### src/rtl/clock_step_ctrl.sv
// clock_step_ctrl: board-side clock and reset front end for the pipelined processor.
// Debounces the step and reset pushbuttons, then issues either one clock pulse per
// step press or a free-running divided clock that parks low when the processor halts.
module clock_step_ctrl #(
  parameter int DB_CYCLES = 500000,
  parameter int DB_W      = 20,
  parameter int PULSE_CYC = 4,
  parameter int RUN_DIV   = 2500000,
  parameter int DIV_W     = 22
) (
  input  logic        clock,
  input  logic        reset,
  input  logic        key_step_n,
  input  logic        key_rst_n,
  input  logic        sw_run,
  input  logic        halt,
  output logic        cpu_clk,
  output logic        cpu_reset_n,
  output logic        running,
  output logic [15:0] step_count
);

  typedef enum logic [1:0] {
    IDLE    = 2'd0,
    STEP_HI = 2'd1,
    RUN_LO  = 2'd2,
    RUN_HI  = 2'd3
  } state_t;

  localparam logic [DB_W-1:0]  DB_LAST    = DB_W'(DB_CYCLES - 1);
  localparam logic [DIV_W-1:0] PULSE_LAST = DIV_W'(PULSE_CYC - 1);
  localparam logic [DIV_W-1:0] RUN_LAST   = DIV_W'(RUN_DIV - 1);

  logic [1:0]       step_sync;
  logic [1:0]       rst_sync;
  logic [1:0]       run_sync;
  logic [1:0]       halt_sync;

  logic [DB_W-1:0]  step_db_cnt;
  logic [DB_W-1:0]  rst_db_cnt;
  logic             step_stable;
  logic             rst_stable;
  logic             step_stable_d;
  logic             press_evt;

  state_t           state;
  state_t           state_next;
  logic [DIV_W-1:0] ph;
  logic [DIV_W-1:0] ph_next;
  logic             phase_end;
  logic             clk_next;
  logic             running_next;
  logic             step_inc;
  logic [15:0]      count_next;

  // Two-flop synchronisers; keys and run switch idle high, halt idles low.
  always_ff @(posedge clock or posedge reset) begin
    if (reset) begin
      step_sync <= 2'b11;
      rst_sync  <= 2'b11;
      run_sync  <= 2'b11;
      halt_sync <= 2'b00;
    end else begin
      step_sync <= {step_sync[0], key_step_n};
      rst_sync  <= {rst_sync[0], key_rst_n};
      run_sync  <= {run_sync[0], sw_run};
      halt_sync <= {halt_sync[0], halt};
    end
  end

  // Step key debounce: accept a new level only after DB_CYCLES consecutive differing samples.
  always_ff @(posedge clock or posedge reset) begin
    if (reset) begin
      step_db_cnt <= '0;
      step_stable <= 1'b1;
    end else if (step_sync[1] == step_stable) begin
      step_db_cnt <= '0;
    end else if (step_db_cnt == DB_LAST) begin
      step_stable <= step_sync[1];
      step_db_cnt <= '0;
    end else begin
      step_db_cnt <= step_db_cnt + DB_W'(1);
    end
  end

  // Reset key debounce, same filtering as the step key.
  always_ff @(posedge clock or posedge reset) begin
    if (reset) begin
      rst_db_cnt <= '0;
      rst_stable <= 1'b1;
    end else if (rst_sync[1] == rst_stable) begin
      rst_db_cnt <= '0;
    end else if (rst_db_cnt == DB_LAST) begin
      rst_stable <= rst_sync[1];
      rst_db_cnt <= '0;
    end else begin
      rst_db_cnt <= rst_db_cnt + DB_W'(1);
    end
  end

  // One-cycle press pulse the cycle after the debounced step key goes low.
  always_ff @(posedge clock or posedge reset) begin
    if (reset) begin
      step_stable_d <= 1'b1;
      press_evt     <= 1'b0;
    end else begin
      step_stable_d <= step_stable;
      press_evt     <= step_stable_d & ~step_stable;
    end
  end

  // State register; cpu_clk and running are flops loaded from the next-state decode.
  always_ff @(posedge clock or posedge reset) begin
    if (reset) begin
      state   <= IDLE;
      ph      <= '0;
      cpu_clk <= 1'b0;
      running <= 1'b0;
    end else begin
      state   <= state_next;
      ph      <= ph_next;
      cpu_clk <= clk_next;
      running <= running_next;
    end
  end

  // Next-state logic; a held reset key overrides everything and parks the FSM in IDLE.
  always_comb begin
    state_next = state;
    phase_end  = (state == STEP_HI) ? (ph == PULSE_LAST) : (ph == RUN_LAST);
    if (!rst_stable) begin
      state_next = IDLE;
    end else begin
      case (state)
        IDLE: begin
          if (run_sync[1] && !halt_sync[1]) state_next = RUN_LO;
          else if (press_evt)               state_next = STEP_HI;
        end
        STEP_HI: begin
          if (phase_end) state_next = IDLE;
        end
        RUN_LO: begin
          if (phase_end) state_next = (halt_sync[1] || !run_sync[1]) ? IDLE : RUN_HI;
        end
        RUN_HI: begin
          if (phase_end) state_next = RUN_LO;
        end
        default: state_next = IDLE;
      endcase
    end
  end

  // Output decode: phase counter, clock level, run flag and edge-count update.
  always_comb begin
    if (state_next != state || state_next == IDLE) ph_next = '0;
    else                                           ph_next = ph + DIV_W'(1);
    clk_next     = (state_next == STEP_HI) || (state_next == RUN_HI);
    running_next = (state_next == RUN_LO) || (state_next == RUN_HI);
    step_inc     = ((state == IDLE) && (state_next == STEP_HI)) ||
                   ((state == RUN_LO) && (state_next == RUN_HI));
    count_next   = step_count;
    if (!rst_stable)                               count_next = '0;
    else if (step_inc && (step_count != 16'hFFFF)) count_next = step_count + 16'd1;
  end

  // Processor reset follows the debounced key; edge counter loads every cycle.
  always_ff @(posedge clock or posedge reset) begin
    if (reset) begin
      cpu_reset_n <= 1'b0;
      step_count  <= '0;
    end else begin
      cpu_reset_n <= rst_stable;
      step_count  <= count_next;
    end
  end

endmodule

### config.mk
export PLATFORM = sky130hd
export DESIGN_NAME = clock_step_ctrl
export DESIGN_NICKNAME = d
export VERILOG_FILES = /design/src/rtl/clock_step_ctrl.sv
export SDC_FILE = /design/constraint.sdc
export NUM_CORES = 1
export LEC_CHECK = 0
export CAP_MARGIN = 10
export CORE_MARGIN = 1
export CORE_UTILIZATION = 54
export CTS_BUF_LIST = sky130_fd_sc_hd__clkbuf_8 sky130_fd_sc_hd__clkbuf_16
export DETAILED_ROUTE_END_ITERATION = 8
export PLACE_DENSITY_LB_ADDON = 0.25
export SETUP_SLACK_MARGIN = 0.05
export SLEW_MARGIN = 20
export SYNTH_ARGS = -nofsm -noshare
export SYNTH_HDL_FRONTEND = slang
export SYNTH_SLANG_ARGS = --single-unit
### constraint.sdc
create_clock -name clock -period 4.45 [get_ports clock]
set_clock_uncertainty 0.15 [all_clocks]
set_input_delay 1.1125 -clock clock [delete_from_list [all_inputs] [get_ports clock]]
set_output_delay 1.1125 -clock clock [all_outputs]
set_load 0.01 [all_outputs]
==> flow_summary.toml, run 1 <==
[run]
maxCapViolations = 0

[worst_setup_path]
timing.critical_path.to_type = "flop"
worst_setup_path_start_kind = "flop"
critical_path.max_fanout = 32
crit_arrival_ps = 2820
path_class = "reg2reg"
crit_required_ps = 4570

[detailed_routing]
avgViaCountPerCell = 5.46
drc_errors = 0
drt_pass1_iterations = 4
route.vias.total = 3085
detailedRoute.firstIterationViolations = 116
wire_per_inst_um = 13.9
drtAntennaViolNets = 0
detail_route.wirelength_um = 7860

[logic_synthesis]
synth_flop_cell = "dfrtp_1"
yosys-top-cells-count = "dfrtp_1 (85), nor2_1 (76), xor2_1 (37)"
netlist_area_um2 = 4340
ys_warn_count = 0
mean_post_synth_cell_area_um2 = 10.0
syn-instance-count = 433
postSynth.asyncResetShare_pct = 100
synth-seq-cells = 94
postSynthNetCount = 443
synth.most_common_cell = "dfrtp_1"
seq_area_frac_synth_pct = 54.5
synth_enable_flop_cells = 0
synth_largest_area_cell = "dfrtp_1"
ys_types = 38
synth_top_cell_area_share_pct = 49.0
synth.top_cells.by_area = "dfrtp_1 (49%), xor2_1 (7.5%), nor2_1 (6.6%)"

[pwr]
power-per-cell-area_nw_per_um2 = 303
report.power.total_mw = 1.48
max-vdd-ir-drop_v = 0.000228
leakagePower_nw = 1.97

[floorplan]
core_area_um2 = 7770
initial_utilization_pct = 55.9
floorplan.rows = 32
die-width_um = 91.7
chipHeight_um = 91.7
ios = 25
dieArea_um2 = 8400

[sta]
max-slew-margin-rel_pct = 33.6
holdWs_ps = 211
worst_slew_pin_slew_ps = 996
slew_viol_final = 0
achievable-frequency_mhz = 371
fin_crit_sh_pct = 60.6
fin_tns_setup_ps = 0
timing.final.hold_violations = 0
final.setup.worst_slack_ps = 1750
rsz_0062_raised_after_global_routing = "false"
min_period_ps = 2700
setup_viol = 0

[placement]
dp_cells = 549
hpwlAfterDp_um = 5190
globalplace.congestion = 0.841
dpl-instance-area_um2 = 4680
dpl_worst_slack_ps = 1780
placement.io_buffers = 24

[layout]
antenna_cells = 0
finalNetCount = 468
multiInputGateArea_um2 = 1880
fillers = 660
postLayoutCoreUtil_pct = 62.9
seqCellArea_um2 = 2360
fraction_of_layout_cells_with_a_size_suffix_above_1_pct = 7.34
area_growth_pct = 12.5
layoutNonFillerInstCount = 565
final_design_area_no_fill_um2 = 4880

[global_routing]
grt_start_max_net_pins = 54
grt_overflow_total = 0
antenna_found_initial = 0
first_pass_grt_wire_length_um = 13700
grtUsageTotal_pct = 20.5
first_global_vias = 3088

[clock_tree]
clk_latency_ps = 360
tritoncts_num_sinks = 94
post_cts_setup_driven_buffer_insertion_count = 0
cts-root-buf = "clkbuf_8"
cts.reportedPaths.clkPinSlew_ps = 90
clock_tree_from_tritoncts = "yes"
cts.htree.levels = 3
cts_inserted_buffers = 9
cts_max_path_buffers = 2
cts.repair.resized = 0
cts-hold-fix-buffers = 0

[min_path]
holdCritPathClass = "reg2reg"

[run_status]
run_status = "complete, no violations"
-- worst paths after layout --
check	depth (start not counted)	slack, ps	end	startpoint
max reg2reg	6	1750	step_count[8]	state[0]
max	6	1750	step_count[8]	state[0]
max in group asynchronous	3	2360	step_stable	reset
min reg2reg	0	210	run_sync[1]	run_sync[0]
min	0	210	run_sync[1]	run_sync[0]
min in group asynchronous	2	1020	step_count[3]	reset
-- worst max-delay path, cell delays in order (launching register included) --
cell	delay, ps
dfrtp_1	440
nor2b_1	290
mux2i_1	400
a2111oi_4	100
o21ai_2	780
o21ai_0	220
a21oi_1	210
-- routing by layer --
layer	part of all wire, %	wire length [um]	up-vias	GRT usage [%]
li1	-	-	1531	-
met1	48	3740	1496	26.8
met2	48	3770	47	33.4
met3	2.7	214	11	4.06
met4	1.7	135	0	8.33
met5	0	0	-	0
-- power breakdown --
part | internal [mW] | leakage [nW] | total [mW] | switching, mW
Combinational | 0.0112 | 0.592 | 0.0381 | 0.0269
Clock | 0.286 | 0.108 | 0.573 | 0.287
Sequential | 0.864 | 1.27 | 0.870 | 0.00588
-- layout by cell type (no fill, tap or decap), drive strengths merged, types with 3 or more instances in the layout --
master	n
or4	4
nand2	26
or3	10
dfrtp	85
o21ai	13
nand2b	3
xor2	37
ha	4
dfstp	9
or2	3
inv	12
clkdlybuf4s50	24
nor2b	3
nor2	76
nand4	16
o211ai	5
a21oi	13
and2	3
nor3	11
nor4	5
xnor2	20
o31ai	7
clkbuf	11
nand3	32
and3	15
-- cell type report --
type	count	area share, %
inverters	11	0.871
well taps	102	2.61
flip-flops and latches	94	48.4
multi-input cells	316	38.5
repair buffers	26	5.48
clock inverters	5	1.02
clock buffers	11	3.10
-- flip-flops by register name, indices dropped and copies added, names as in the netlist --
| name | flops |
|---|---|
| step_db_cnt | 20 |
| press_evt | 1 |
| step_count | 16 |
| halt_sync | 2 |
| ph | 22 |
| rst_stable | 1 |
| rst_sync | 2 |
| state | 2 |
| running | 1 |
| run_sync | 2 |
| step_sync | 2 |
| cpu_reset_n | 1 |
| rst_db_cnt | 20 |
| step_stable_d | 1 |
| step_stable | 1 |
-- cell families after synthesis --
group | share of synthesized area (%)
and+or+nand+nor | 24.0
adders and majority gates | 1.15
xor gates and xnor gates | 11.5
DFF | 54.5
AOI/OAI and AO/OA | 6.20
muxes | 0.490
buffers and inverters | 2.22
Note: power is estimated with default switching activity, not from simulation.
==> run 2, diff against run 1 <==
- clock period: 4.45 -> 2.5 ns (I/O delays scaled with it)
==> run 2 against run 1 <==
Net effect: fmax rose by 12%; total power rose by 78%; die area did not move; critical endpoint is now step_count[9]; clock power rose by 78%; non-clock buffer count rose by 28; final area rose by 7.2%; flip-flop and latch count did not move; sequential power rose by 78%; setup slack got worse by 1700 ps.
==> flow_summary.toml, run 2 (synthesis gave the netlist of run 1 again) <==
[worst_setup_path]
critPathCapture = "step_count[9]"
critical_path.max_fanout = 7
worst_setup_path_start_kind = "flop"
path_class = "reg2reg"
regToRegSetupSlack_ps = 100
timing.critical_path.to_type = "flop"
critical_path.n_buffers_inverters = 0
r2r_end = "step_count[9]"
crit_path_depth = 6
ff2ff_path_depth = 6
critPathTopFamily = "simple AND/OR/NAND/NOR gates"
regToRegStartpoint = "state[0]"
crit_arrival_ps = 2540
critical_path.cell_chain = "nor2b_4 -> or3b_4 -> a2111oi_4 -> o21ai_4 -> or4_1 -> a21oi_1"
crit_path_start = "state[0]"
critPathSlowestCell = "or4_1"
timing.critical_path.slowest_cell_delay_ps = 540
crit_required_ps = 2640

[global_routing]
grt_overflow_total = 0
antenna_found_initial = 0
first_pass_grt_wire_length_um = 14200
grt_start_max_net_pins = 55
first_global_vias = 3181
grtUsageTotal_pct = 21.6

[layout]
seqCellArea_um2 = 2360
multiInputGateArea_um2 = 1990
layoutNonFillerInstCount = 593
antenna_cells = 0
area_growth_pct = 20.6
registers.top_by_ff_count = "ph"
commonest_non_fill_non_tap_cell_in_the_layout = "dfrtp_1"
finalNetCount = 496
fillers = 620
largest_reg_flops = 22
final_design_area_no_fill_um2 = 5240
reg_top3 = "ph x22, rst_db_cnt x20, step_db_cnt x20"
most-common-layout-cells = "dfrtp_1 (84), nor2_1 (76), xor2_1 (37), nand3_1 (31), nand2_1 (26)"
fraction_of_layout_cells_with_a_size_suffix_above_1_pct = 16.1

[clock_tree]
cts.reportedPaths.clkPinSlew_ps = 90
cts_inserted_buffers = 9
clk_latency_ps = 370
cts_max_path_buffers = 2
clock_tree_from_tritoncts = "yes"
cts.htree.levels = 3
tritoncts_num_sinks = 94
cts-root-buf = "clkbuf_8"

[pwr]
power-per-cell-area_nw_per_um2 = 504
clockPowerShare_pct = 38.5
comb_power_share_pct = 2.8
switching_share_pct = 23.1
leakagePower_nw = 2.13
max-vdd-ir-drop_v = 0.000317
seq_power_share_pct = 58.7
internal_power_mw = 2.03
net-switching-power_mw = 0.610

[detailed_routing]
detailedRoute.firstIterationViolations = 176
drtAntennaViolNets = 0
avgViaCountPerCell = 5.48
wire_per_inst_um = 14.3
drt_pass1_iterations = 4
drc_errors = 0
detail_route.wirelength_um = 8490
route.vias.total = 3251

[floorplan]
dieArea_um2 = 8400
core_area_um2 = 7770
chipHeight_um = 91.7
initial_utilization_pct = 55.9
die-width_um = 91.7
ios = 25
floorplan.rows = 32

[placement]
placement.io_buffers = 24
hpwlAfterDp_um = 5470
globalplace.congestion = 0.804
dpl-instance-area_um2 = 4810
dp_cells = 563

[sta]
holdWs_ps = 209
slew_viol_final = 0
timing.final.hold_violations = 0
rsz_0062_raised_after_global_routing = "true"
achievable-frequency_mhz = 416
min_period_ps = 2400
fin_crit_sh_pct = 96.2
worst_slew_pin_slew_ps = 496
max-slew-margin-rel_pct = 66.8
setup_viol = 0

[min_path]
holdCritPathClass = "reg2reg"

[run_status]
run_status = "complete, no violations"

[run]
maxCapViolations = 0
==> run 2: power by group through the flow <==
stage / combinational (mW) / sequential, mW / clock, mW
after floorplan: 0.0471 / 1.58 / 0
after global placement: 0.0755 / 1.58 / 0
after detailed placement: 0.0770 / 1.58 / 0
after CTS: 0.0772 / 1.55 / 1.04
after global routing: 0.0882 / 1.55 / 1.09
final: 0.0748 / 1.55 / 1.02
==> run 2: cell type report <==
cell class	instances	area share, %
flip-flops and latches	94	45.2
multi-input cells	316	37.9
repair buffers	54	9.82
well taps	102	2.44
clock buffers	9	2.37
clock inverters	7	1.43
inverters	11	0.860
==> run 2: through the flow <==
stage          util, %  TNS [ps]  total power, mW  setup slack, ps
2_1_floorplan        -         0             1.62              233
3_3_place_gp      62.0         0             1.65             58.8
3_5_place_dp      62.0     -68.4             1.65            -20.3
4_1_cts           66.1         0             2.66             61.4
5_1_grt           67.4     -5.88             2.73            -5.88
6_report          67.4         0             2.64             95.1
==> run 2: worst min-delay path by stage <==
stage                       startpoint           end  slack, ps  cells past startpoint
final                     step_sync[0]  step_sync[1]        210                      0
after global routing       run_sync[0]   run_sync[1]        210                      0
after CTS                 step_sync[0]  step_sync[1]        210                      0
after detailed placement  halt_sync[0]  halt_sync[1]        190                      0
after global placement    step_sync[0]  step_sync[1]        200                      0
after floorplan           halt_sync[0]  halt_sync[1]        180                      0
==> run 2: per-layer routing <==
metal	GRT usage (%)	routed length, um	vias to the layer above
met1	27.8	3870	1585
met3	4.89	284	13
li1	-	-	1591
met5	0	0	-
met4	8.73	114	0
met2	35.4	4220	62
==> run 2: what timing repair did <==
| action | 4_1_cts | 5_1_grt |
|---|---|---|
| resized for setup | 9 | 20 |
| endpoints found under the hold margin | 0 | 0 |
| hold buffers | 0 | 0 |
| setup endpoints to repair | 6 | 19 |
| pin swaps | 6 | 17 |
| buffers inserted | 12 | 2 |
==> run 2: worst register-to-register path, stage by stage, from the launching register on <==
cell and delay (ps):
dfrtp_1 400, nor2b_4 150, or3b_4 430, a2111oi_4 390, o21ai_4 150, or4_1 540
a21oi_1 130
